==> config.mk <==
export PLATFORM = sky130hd
export DESIGN_NAME = phy_lane_par
export DESIGN_NICKNAME = d
export VERILOG_FILES = /design/src/rtl/phy_lane_par.sv
export SDC_FILE = /design/constraint.sdc
export NUM_CORES = 1
export LEC_CHECK = 0
export ABC_AREA = 1
export ABC_CLOCK_PERIOD_IN_PS = 1700
export CAP_MARGIN = 20
export CORE_ASPECT_RATIO = 1.4
export CORE_MARGIN = 2
export CORE_UTILIZATION = 50
export DETAILED_ROUTE_END_ITERATION = 6
export PLACE_DENSITY = 0.83
export SKIP_CTS_REPAIR_TIMING = 1
export SLEW_MARGIN = 20
export SYNTH_ARGS = -nofsm -noshare
export SYNTH_HDL_FRONTEND = slang
export SYNTH_SLANG_ARGS = --single-unit
==> constraint.sdc <==
create_clock -name clk_8f -period 1.7 [get_ports clk_8f]
set_input_delay 0.255 -clock clk_8f [delete_from_list [all_inputs] [get_ports clk_8f]]
set_output_delay 0.255 -clock clk_8f [all_outputs]
set_load 0.02 [all_outputs]
==> src/rtl/phy_lane_par.sv <==
// ============================================================================
// phy_lane_par : multi-lane serializer with looped-back comma-aligning
// deserializer.
// Rev 1.0
// ============================================================================
`default_nettype none

module phy_lane_par #(
  parameter int               WIDTH      = 8,
  parameter int               LANES      = 2,
  parameter logic [WIDTH-1:0] IDLE       = 8'hBC,
  parameter int               SYNC_COUNT = 4
) (
  input  logic                     clk_8f,
  input  logic                     reset,
  input  logic [LANES*WIDTH-1:0]   data_in,
  input  logic [LANES-1:0]         valid_in,
  output logic [LANES-1:0]         serial_out,
  output logic [LANES*WIDTH-1:0]   data_out,
  output logic [LANES-1:0]         valid_out,
  output logic [LANES-1:0]         active
);

  localparam int             CW   = (WIDTH > 1) ? $clog2(WIDTH) : 1;
  localparam logic [CW-1:0]  LAST = CW'(WIDTH - 1);
  localparam logic [3:0]     SC   = 4'(SYNC_COUNT);

  typedef enum logic [1:0] {
    SEARCH = 2'd0,
    SYNC   = 2'd1,
    LOCKED = 2'd2
  } state_t;

  logic [CW-1:0] tx_cnt_q, tx_cnt_d;
  logic          load;

  always_comb begin
    load     = (tx_cnt_q == LAST);
    tx_cnt_d = load ? '0 : tx_cnt_q + 1'b1;
  end

  always_ff @(posedge clk_8f or negedge reset) begin
    if (!reset) tx_cnt_q <= '0;
    else        tx_cnt_q <= tx_cnt_d;
  end

  for (genvar k = 0; k < LANES; k++) begin : g_lane
    logic [WIDTH-1:0] tx_sr_q, tx_sr_d;
    logic [WIDTH-1:0] rx_sr_q, rx_sr_d;
    state_t           state_q, state_d;
    logic [CW-1:0]    rx_cnt_q, rx_cnt_d;
    logic [3:0]       idle_cnt_q, idle_cnt_d;
    logic [WIDTH-1:0] dout_q, dout_d;
    logic             vout_q, vout_d;
    logic             act_q, act_d;
    logic             boundary;
    logic             word_idle;

    always_comb begin
      if (load) tx_sr_d = valid_in[k] ? data_in[k*WIDTH +: WIDTH] : IDLE;
      else      tx_sr_d = {tx_sr_q[WIDTH-2:0], 1'b0};
    end

    assign serial_out[k] = tx_sr_q[WIDTH-1];

    // The FSM judges the already-registered RX word, which adds the one
    // extra edge of loopback latency on top of the WIDTH shift edges.
    always_comb begin
      rx_sr_d    = {rx_sr_q[WIDTH-2:0], serial_out[k]};
      boundary   = (rx_cnt_q == LAST);
      word_idle  = (rx_sr_q == IDLE);
      state_d    = state_q;
      rx_cnt_d   = boundary ? '0 : rx_cnt_q + 1'b1;
      idle_cnt_d = idle_cnt_q;
      dout_d     = dout_q;
      vout_d     = vout_q;
      act_d      = act_q;
      case (state_q)
        SEARCH: begin
          if (word_idle) begin
            rx_cnt_d   = '0;
            idle_cnt_d = 4'd1;
            if (SC == 4'd1) begin
              state_d = LOCKED;
              act_d   = 1'b1;
            end else begin
              state_d = SYNC;
            end
          end
        end
        SYNC: begin
          if (boundary) begin
            if (word_idle) begin
              idle_cnt_d = idle_cnt_q + 4'd1;
              if (idle_cnt_q + 4'd1 == SC) begin
                state_d = LOCKED;
                act_d   = 1'b1;
              end
            end else begin
              state_d    = SEARCH;
              idle_cnt_d = 4'd0;
            end
          end
        end
        LOCKED: begin
          if (boundary) begin
            dout_d = rx_sr_q;
            vout_d = !word_idle;
          end
        end
        default: begin
          state_d    = SEARCH;
          idle_cnt_d = 4'd0;
        end
      endcase
    end

    always_ff @(posedge clk_8f or negedge reset) begin
      if (!reset) begin
        tx_sr_q    <= '0;
        rx_sr_q    <= '0;
        state_q    <= SEARCH;
        rx_cnt_q   <= '0;
        idle_cnt_q <= 4'd0;
        dout_q     <= '0;
        vout_q     <= 1'b0;
        act_q      <= 1'b0;
      end else begin
        tx_sr_q    <= tx_sr_d;
        rx_sr_q    <= rx_sr_d;
        state_q    <= state_d;
        rx_cnt_q   <= rx_cnt_d;
        idle_cnt_q <= idle_cnt_d;
        dout_q     <= dout_d;
        vout_q     <= vout_d;
        act_q      <= act_d;
      end
    end

    assign data_out[k*WIDTH +: WIDTH] = dout_q;
    assign valid_out[k]               = vout_q;
    assign active[k]                  = act_q;
  end

endmodule

`default_nettype wire

==> flow_summary.toml, run 1 <==
[logic_synthesis]
synth_area_per_cell_um2 = 11.00
synthSimpleGateAreaFrac_pct = 15.53
synth_top_area_share_pct = 61.29
syn_area_um2 = 2980
ys_seq_area_share_pct = 61.29
synth_xor_area_share_pct = 0
synthMuxAreaShare_pct = 4.912
synth_warnings = 0
synth-seq-cells = 73
synth-compound-area-share_pct = 6.843
post_synth_num_cell_types = 26
synth_nets = 301
post-synth-top-area-cell = "dfrtp_1"
synth_top_family_by_area = "simple AND/OR/NAND/NOR gates"
synthTopCellsByArea = "dfrtp_1 61%, nand2_1 7.7%, inv_1 4.5%"
syn_inst = 271
yosys.area_share.adder_pct = 4.198

[pwr]
vdd_drop_max_uv = 844.0
powerDensity_nw_per_um2 = 1096
p_seq_share_pct = 49.9
p_sw_mw = 1.025
switching_share_pct = 25.58
p_leak_nw = 1.816
pwr-share-comb_pct = 13.6
clockPowerShare_pct = 36.5
p_int_mw = 2.983

[die]
dieArea_um2 = 6603
ios = 42
core_um2 = 5822
start_util_pct = 51.19
die_width_um = 69.25
chipHeight_um = 95.35
rows = 33

[final_layout]
fin_util_pct = 62.84
finalNonFillerCells = 392
antenna_cells = 0
nets = 347
multiInputGateArea_um2 = 938.4
register_area_um2 = 1827
n_fill_cell = 459
area_growth_pct = 22.75
drive_above_1_share_pct = 13.66

[run_status]
status = "finished, final reports clean"

[clocking]
clkSlewWorstSetupHoldPaths_ps = 70
cts_buffers = 9
cts_tree = "done"
clock_sinks = 73
root_buffer = "clkbuf_8"
insertion_delay_ps = 340
clockBufferDepth = 2
htree_levels = 3

[route]
antenna_left = 0
drt_iter0_markers = 75
drc = 0
wl_um = 4881
dr.pass1.iters = 4
wire_per_inst_um = 12.45
num_vias = 1939
vias_per_cell = 4.946

[timing]
tightest_slew_ps = 376.5
fmax_mhz = 629.0
drv_slew = 0
setup_viol_count_final = 0
hold_ws_ps = 375.1
fin_ws_ps = 110.2
clock_skew_ps = 6.035
min_period_over_period_pct = 93.52
max_slew_margin_pct = 74.90
report.final.hold_viol_count = 0
period_minus_slack_ps = 1590
rsz0062_at_grt = "false"
tns_ps = 0

[critical_path]
max_stage_delay_ps = 620
cp_max_fo = 2
crit_family = "buffers and inverters"
cp_slowest_cell = "clkdlybuf4s50_1"
cp_num_buf_inv = 1
cp-start-kind = "register"
crit_start = "g_lane[0].dout_q[0]$_DFFE_PN0P_"
crit_type = "register to output pin"
end_kind = "output pin"
crit_path_cell_trace = "clkdlybuf4s50_1"
arrival_ps = 1330
worstReg2RegStart = "g_lane[0].rx_cnt_q[0]$_DFF_PN0_"
crit_required_ps = 1440

[placement]
dp_slack_ps = 130.6
dp_cells = 375
portBuffers = 41
hpwl_um = 3496
globalplace.congestion = 0.8309

[worst_hold_path]
hold_path.startpoint = "g_lane[1].rx_sr_q[0]$_DFF_PN0_"
hold_class = "register to register"

[global_route]
antenna_found_initial = 0
grt_max_degree = 74
grt_pass1_wl_um = 8707
grtUsageTotal_pct = 17.22
grt-ovfl-total = 0
grt_pass1_vias = 1969

[job]
drv_cap = 0
==> cell usage in the layout (no fill, tap or decap), types with 2 or more instances in the layout <==
master	count
clkbuf_8	10
clkinv_2	2
a22o_1	4
bufinv_16	2
nand3_1	12
nor2_4	2
ha_1	10
nor2_2	3
nand2_2	3
inv_1	36
o22a_1	10
inv_2	2
nand2_1	61
mux2_2	5
nand4_1	2
mux2_4	6
clkdlybuf4s50_1	40
o21ai_0	13
nand3_2	3
dfrtp_1	73
nor2_1	11
==> flip-flops by register name, summed over array words and instances, names as in the netlist <==
name               cells
g_lane.state_q         4
g_lane.vout_q          2
g_lane.idle_cnt_q      8
g_lane.act_q           2
g_lane.tx_sr_q        16
tx_cnt_q               3
g_lane.rx_sr_q        16
g_lane.rx_cnt_q        6
g_lane.dout_q         16
==> Yosys cell counts (all sizes together) <==
cell	count
nand3	15
mux2	11
o2111ai	1
a22o	4
nor3b	1
nand4	2
o21ai	13
inv	38
ha	10
nand2	65
buf	9
dfrtp	73
o21bai	1
nor2	16
or2	1
nor3	1
o22a	10
==> cell type report <==
class	instances	area share, %
timing repair buffer	44	12.11
multi-input combinational	151	25.65
inverter	38	3.899
clock inverter	5	2.155
clock buffer	11	3.865
tap	70	2.394
sequential	73	49.93
==> power groups by stage <==
stage	sequential (mW)	combinational (mW)	clock [mW]
floorplan	2.00	0.372	0
global placement	2.03	0.506	0
detailed placement	2.04	0.536	0
CTS	2.00	0.562	1.50
global route	2.02	0.640	1.58
finish	2.00	0.546	1.46
==> cells by family after synthesis <==
logic type	count (synthesis)
and+or+nand+nor	101
DFF	73
buffers and inverters	47
AOI/OAI and AO/OA	29
muxes	11
adders and majority gates	10
==> per-layer routing <==
metal	GRT usage [%]	wire, um
met1	21.07	2101
met2	28.29	2547
met3	3.383	145
met4	10.78	86
met5	0	0
==> metrics by stage <==
stage / area, um^2 / power (mW)
2_1_floorplan: 2980 / 2.376
5_1_grt: 3659 / 4.236
3_5_place_dp: 3428 / 2.572
4_1_cts: 3649 / 4.061
3_3_place_gp: 3428 / 2.532
6_report: 3659 / 4.008
==> final timing paths <==
kind / end / cells after the start / slack, ps
min in group asynchronous: g_lane[0].idle_cnt_q[2]$_DFFE_PN0P_ / 3 / 460
max reg2reg: g_lane[0].dout_q[3]$_DFFE_PN0P_ / 4 / 140
min: g_lane[1].rx_sr_q[1]$_DFF_PN0_ / 0 / 380
max: data_out[0] / 1 / 110
max in group asynchronous: g_lane[1].vout_q$_DFFE_PN0P_ / 3 / 930
min reg2reg: g_lane[1].rx_sr_q[1]$_DFF_PN0_ / 0 / 380
No activity file was read; power rests on OpenSTA's default activity.
==> inputs of run 2 (changes only) <==
- ABC_CLOCK_PERIOD_IN_PS: 1700 -> 1300
- CORE_MARGIN: 2 -> 4
- CORE_UTILIZATION: 50 -> 48
- SETUP_SLACK_MARGIN: not set -> 0.3
- clock period: 1.7 -> 1.3 ns (I/O delays scaled with it)
==> flow_summary.toml, run 2 (synthesis gave the netlist of run 1 again) <==
[run_status]
status = "finished with violations"
violations = "setup timing"

[worst_hold_path]
hold_path.startpoint = "data_in[0]"
min_path_cells = 3
hold_class = "input pin to register"
whs_endpoint = "g_lane[0].tx_sr_q[0]$_DFF_PN0_"

[die]
start_util_pct = 50.13
die_width_um = 74.60
dieArea_um2 = 7552
rows = 33
core_um2 = 5946
chipHeight_um = 101.2
ios = 42

[route]
wl_um = 6126
drt_iter0_markers = 90
num_vias = 2173
wire_per_inst_um = 14.21
antenna_left = 0
vias_per_cell = 5.042
dr.pass1.iters = 4
drc = 0

[global_route]
grtUsageTotal_pct = 15.29
grt_max_degree = 74
grt-ovfl-total = 0
grt_pass1_vias = 2037
grt_pass1_wl_um = 8818
antenna_found_initial = 0

[clocking]
clockBufferDepth = 2
clkSlewWorstSetupHoldPaths_ps = 80
cts_buffers = 9
cts_tree = "done"
clock_sinks = 73
insertion_delay_ps = 350
htree_levels = 3
root_buffer = "clkbuf_8"

[critical_path]
crit_required_ps = 1520
cp_max_fo = 8
worstReg2RegStart = "g_lane[0].rx_cnt_q[1]$_DFF_PN0_"
max_stage_delay_ps = 370
ff2ff_setup_slack_ps = -60
regToRegEndpoint = "g_lane[0].state_q[1]$_DFFE_PN0P_"
crit_path_cell_trace = "ha_2 > ha_4 > o21ai_4 > nand2_4 > nand3_1 > nand2_1"
arrival_ps = 1580
crit_type = "register to register"
cp_slowest_cell = "dfrtp_1"
cp-start-kind = "register"
end_kind = "register"
rr_worst_depth = 6

[timing]
report.final.hold_viol_count = 0
tns_ps = -370.7
rsz0062_at_grt = "true"
clock_skew_ps = 9.245
max_slew_margin_pct = 75.52
min_period_over_period_pct = 104.5
tightest_slew_ps = 367.2
period_minus_slack_ps = 1359
drv_slew = 0
fmax_mhz = 735.8
setup_viol_count_final = 25
fin_ws_ps = -59.09

[placement]
dp_slack_ps = -40.58
portBuffers = 41
hpwl_um = 3595
globalplace.congestion = 0.7885
dp_cells = 382

[final_layout]
final_common_cell = "dfrtp_1"
finalNonFillerCells = 431
register_area_um2 = 1833
multiInputGateArea_um2 = 1195
n_fill_cell = 402
area_growth_pct = 44.42
reg_top3 = "g_lane.dout_q: 16 flops, g_lane.rx_sr_q: 16 flops, g_lane.tx_sr_q: 16 flops"
drive_above_1_share_pct = 44.32
most-common-layout-cells = "68 x dfrtp_1, 45 x nand2_1, 31 x buf_6"
antenna_cells = 0
nets = 386
fin_util_pct = 72.39

[pwr]
vdd_drop_max_uv = 1465
p_int_mw = 4.347
total_power_mw = 5.982
pwr-share-comb_pct = 19.2
clockPowerShare_pct = 36.4
switching_share_pct = 27.33
p_seq_share_pct = 44.4
p_sw_mw = 1.635
powerDensity_nw_per_um2 = 1390
p_leak_nw = 2.084

[job]
drv_cap = 0
run 2: cell count changes in the layout (fill, tap and decap cells not counted), moves of 6 or more:
cell             before  now
clkdlybuf4s50_1      40   18
ha_1                 10    2
o21ai_0              13    5
nor2_1               11    5
o21ai_1               0    6
nand2_1              61   45
nand2_2               3   16
inv_1                36   23
buf_6                 0   31
buf_4                 1   27
inv_2                 2   14
run 2: worst max-delay path by stage:
stage                                               start                                  end  slack [ps]  depth (start not counted)
after detailed placement  g_lane[1].rx_cnt_q[0]$_DFF_PN0_      g_lane[1].dout_q[2]$_DFFE_PN0P_         -40                          4
after floorplan           g_lane[1].rx_cnt_q[0]$_DFF_PN0_      g_lane[1].dout_q[4]$_DFFE_PN0P_         -20                          5
final                     g_lane[0].rx_cnt_q[1]$_DFF_PN0_     g_lane[0].state_q[1]$_DFFE_PN0P_         -60                          6
after global routing       g_lane[0].rx_sr_q[4]$_DFF_PN0_     g_lane[0].state_q[1]$_DFFE_PN0P_        -130                          7
after CTS                  g_lane[0].tx_sr_q[7]$_DFF_PN0_                        serial_out[0]        -250                          1
after global placement    g_lane[0].rx_cnt_q[0]$_DFF_PN0_  g_lane[0].idle_cnt_q[2]$_DFFE_PN0P_        -0.9                          6
run 2: cell type report:
class / count / area share (%)
Clock buffer: 10 / 3.198
Clock inverter: 6 / 2.645
Inverter: 38 / 3.372
Multi-Input combinational cell: 153 / 27.76
Sequential cell: 73 / 42.59
Tap cell: 70 / 2.035
Timing Repair Buffer: 81 / 18.40
run 2: worst max-delay path: cells and delay by family (launching register included):
family                   cells  cell delay [ps]
AO/OA/AOI/OAI                1              150
adder cells (fa/ha/maj)      2              400
flip-flops                   1              370
AND/OR/NAND/NOR              3              320
run 2: through the flow:
step	area, um^2	hold slack, ps
finish	4304	362.0
global route	4304	360.1
CTS	3812	-128.5
detailed placement	3561	250.3
global placement	3561	244.9
floorplan	3067	-100.6
run 2: routing by layer:
layer  global-route usage (%)  vias to the layer above  wire, um
li1                         -                     1035         -
met1                    17.82                     1082      2534
met2                    26.27                       45      3275
met3                    3.873                       11       222
met4                    6.575                        0        93
met5                        0                        -         0
run 2: power by group through the flow:
stage	Combinational, mW	Sequential (mW)	Clock [mW]
floorplan	0.581	2.64	0
global placement	0.852	2.65	0
detailed placement	0.885	2.67	0
CTS	0.897	2.62	2.23
global route	1.28	2.68	2.33
finish	1.15	2.66	2.18
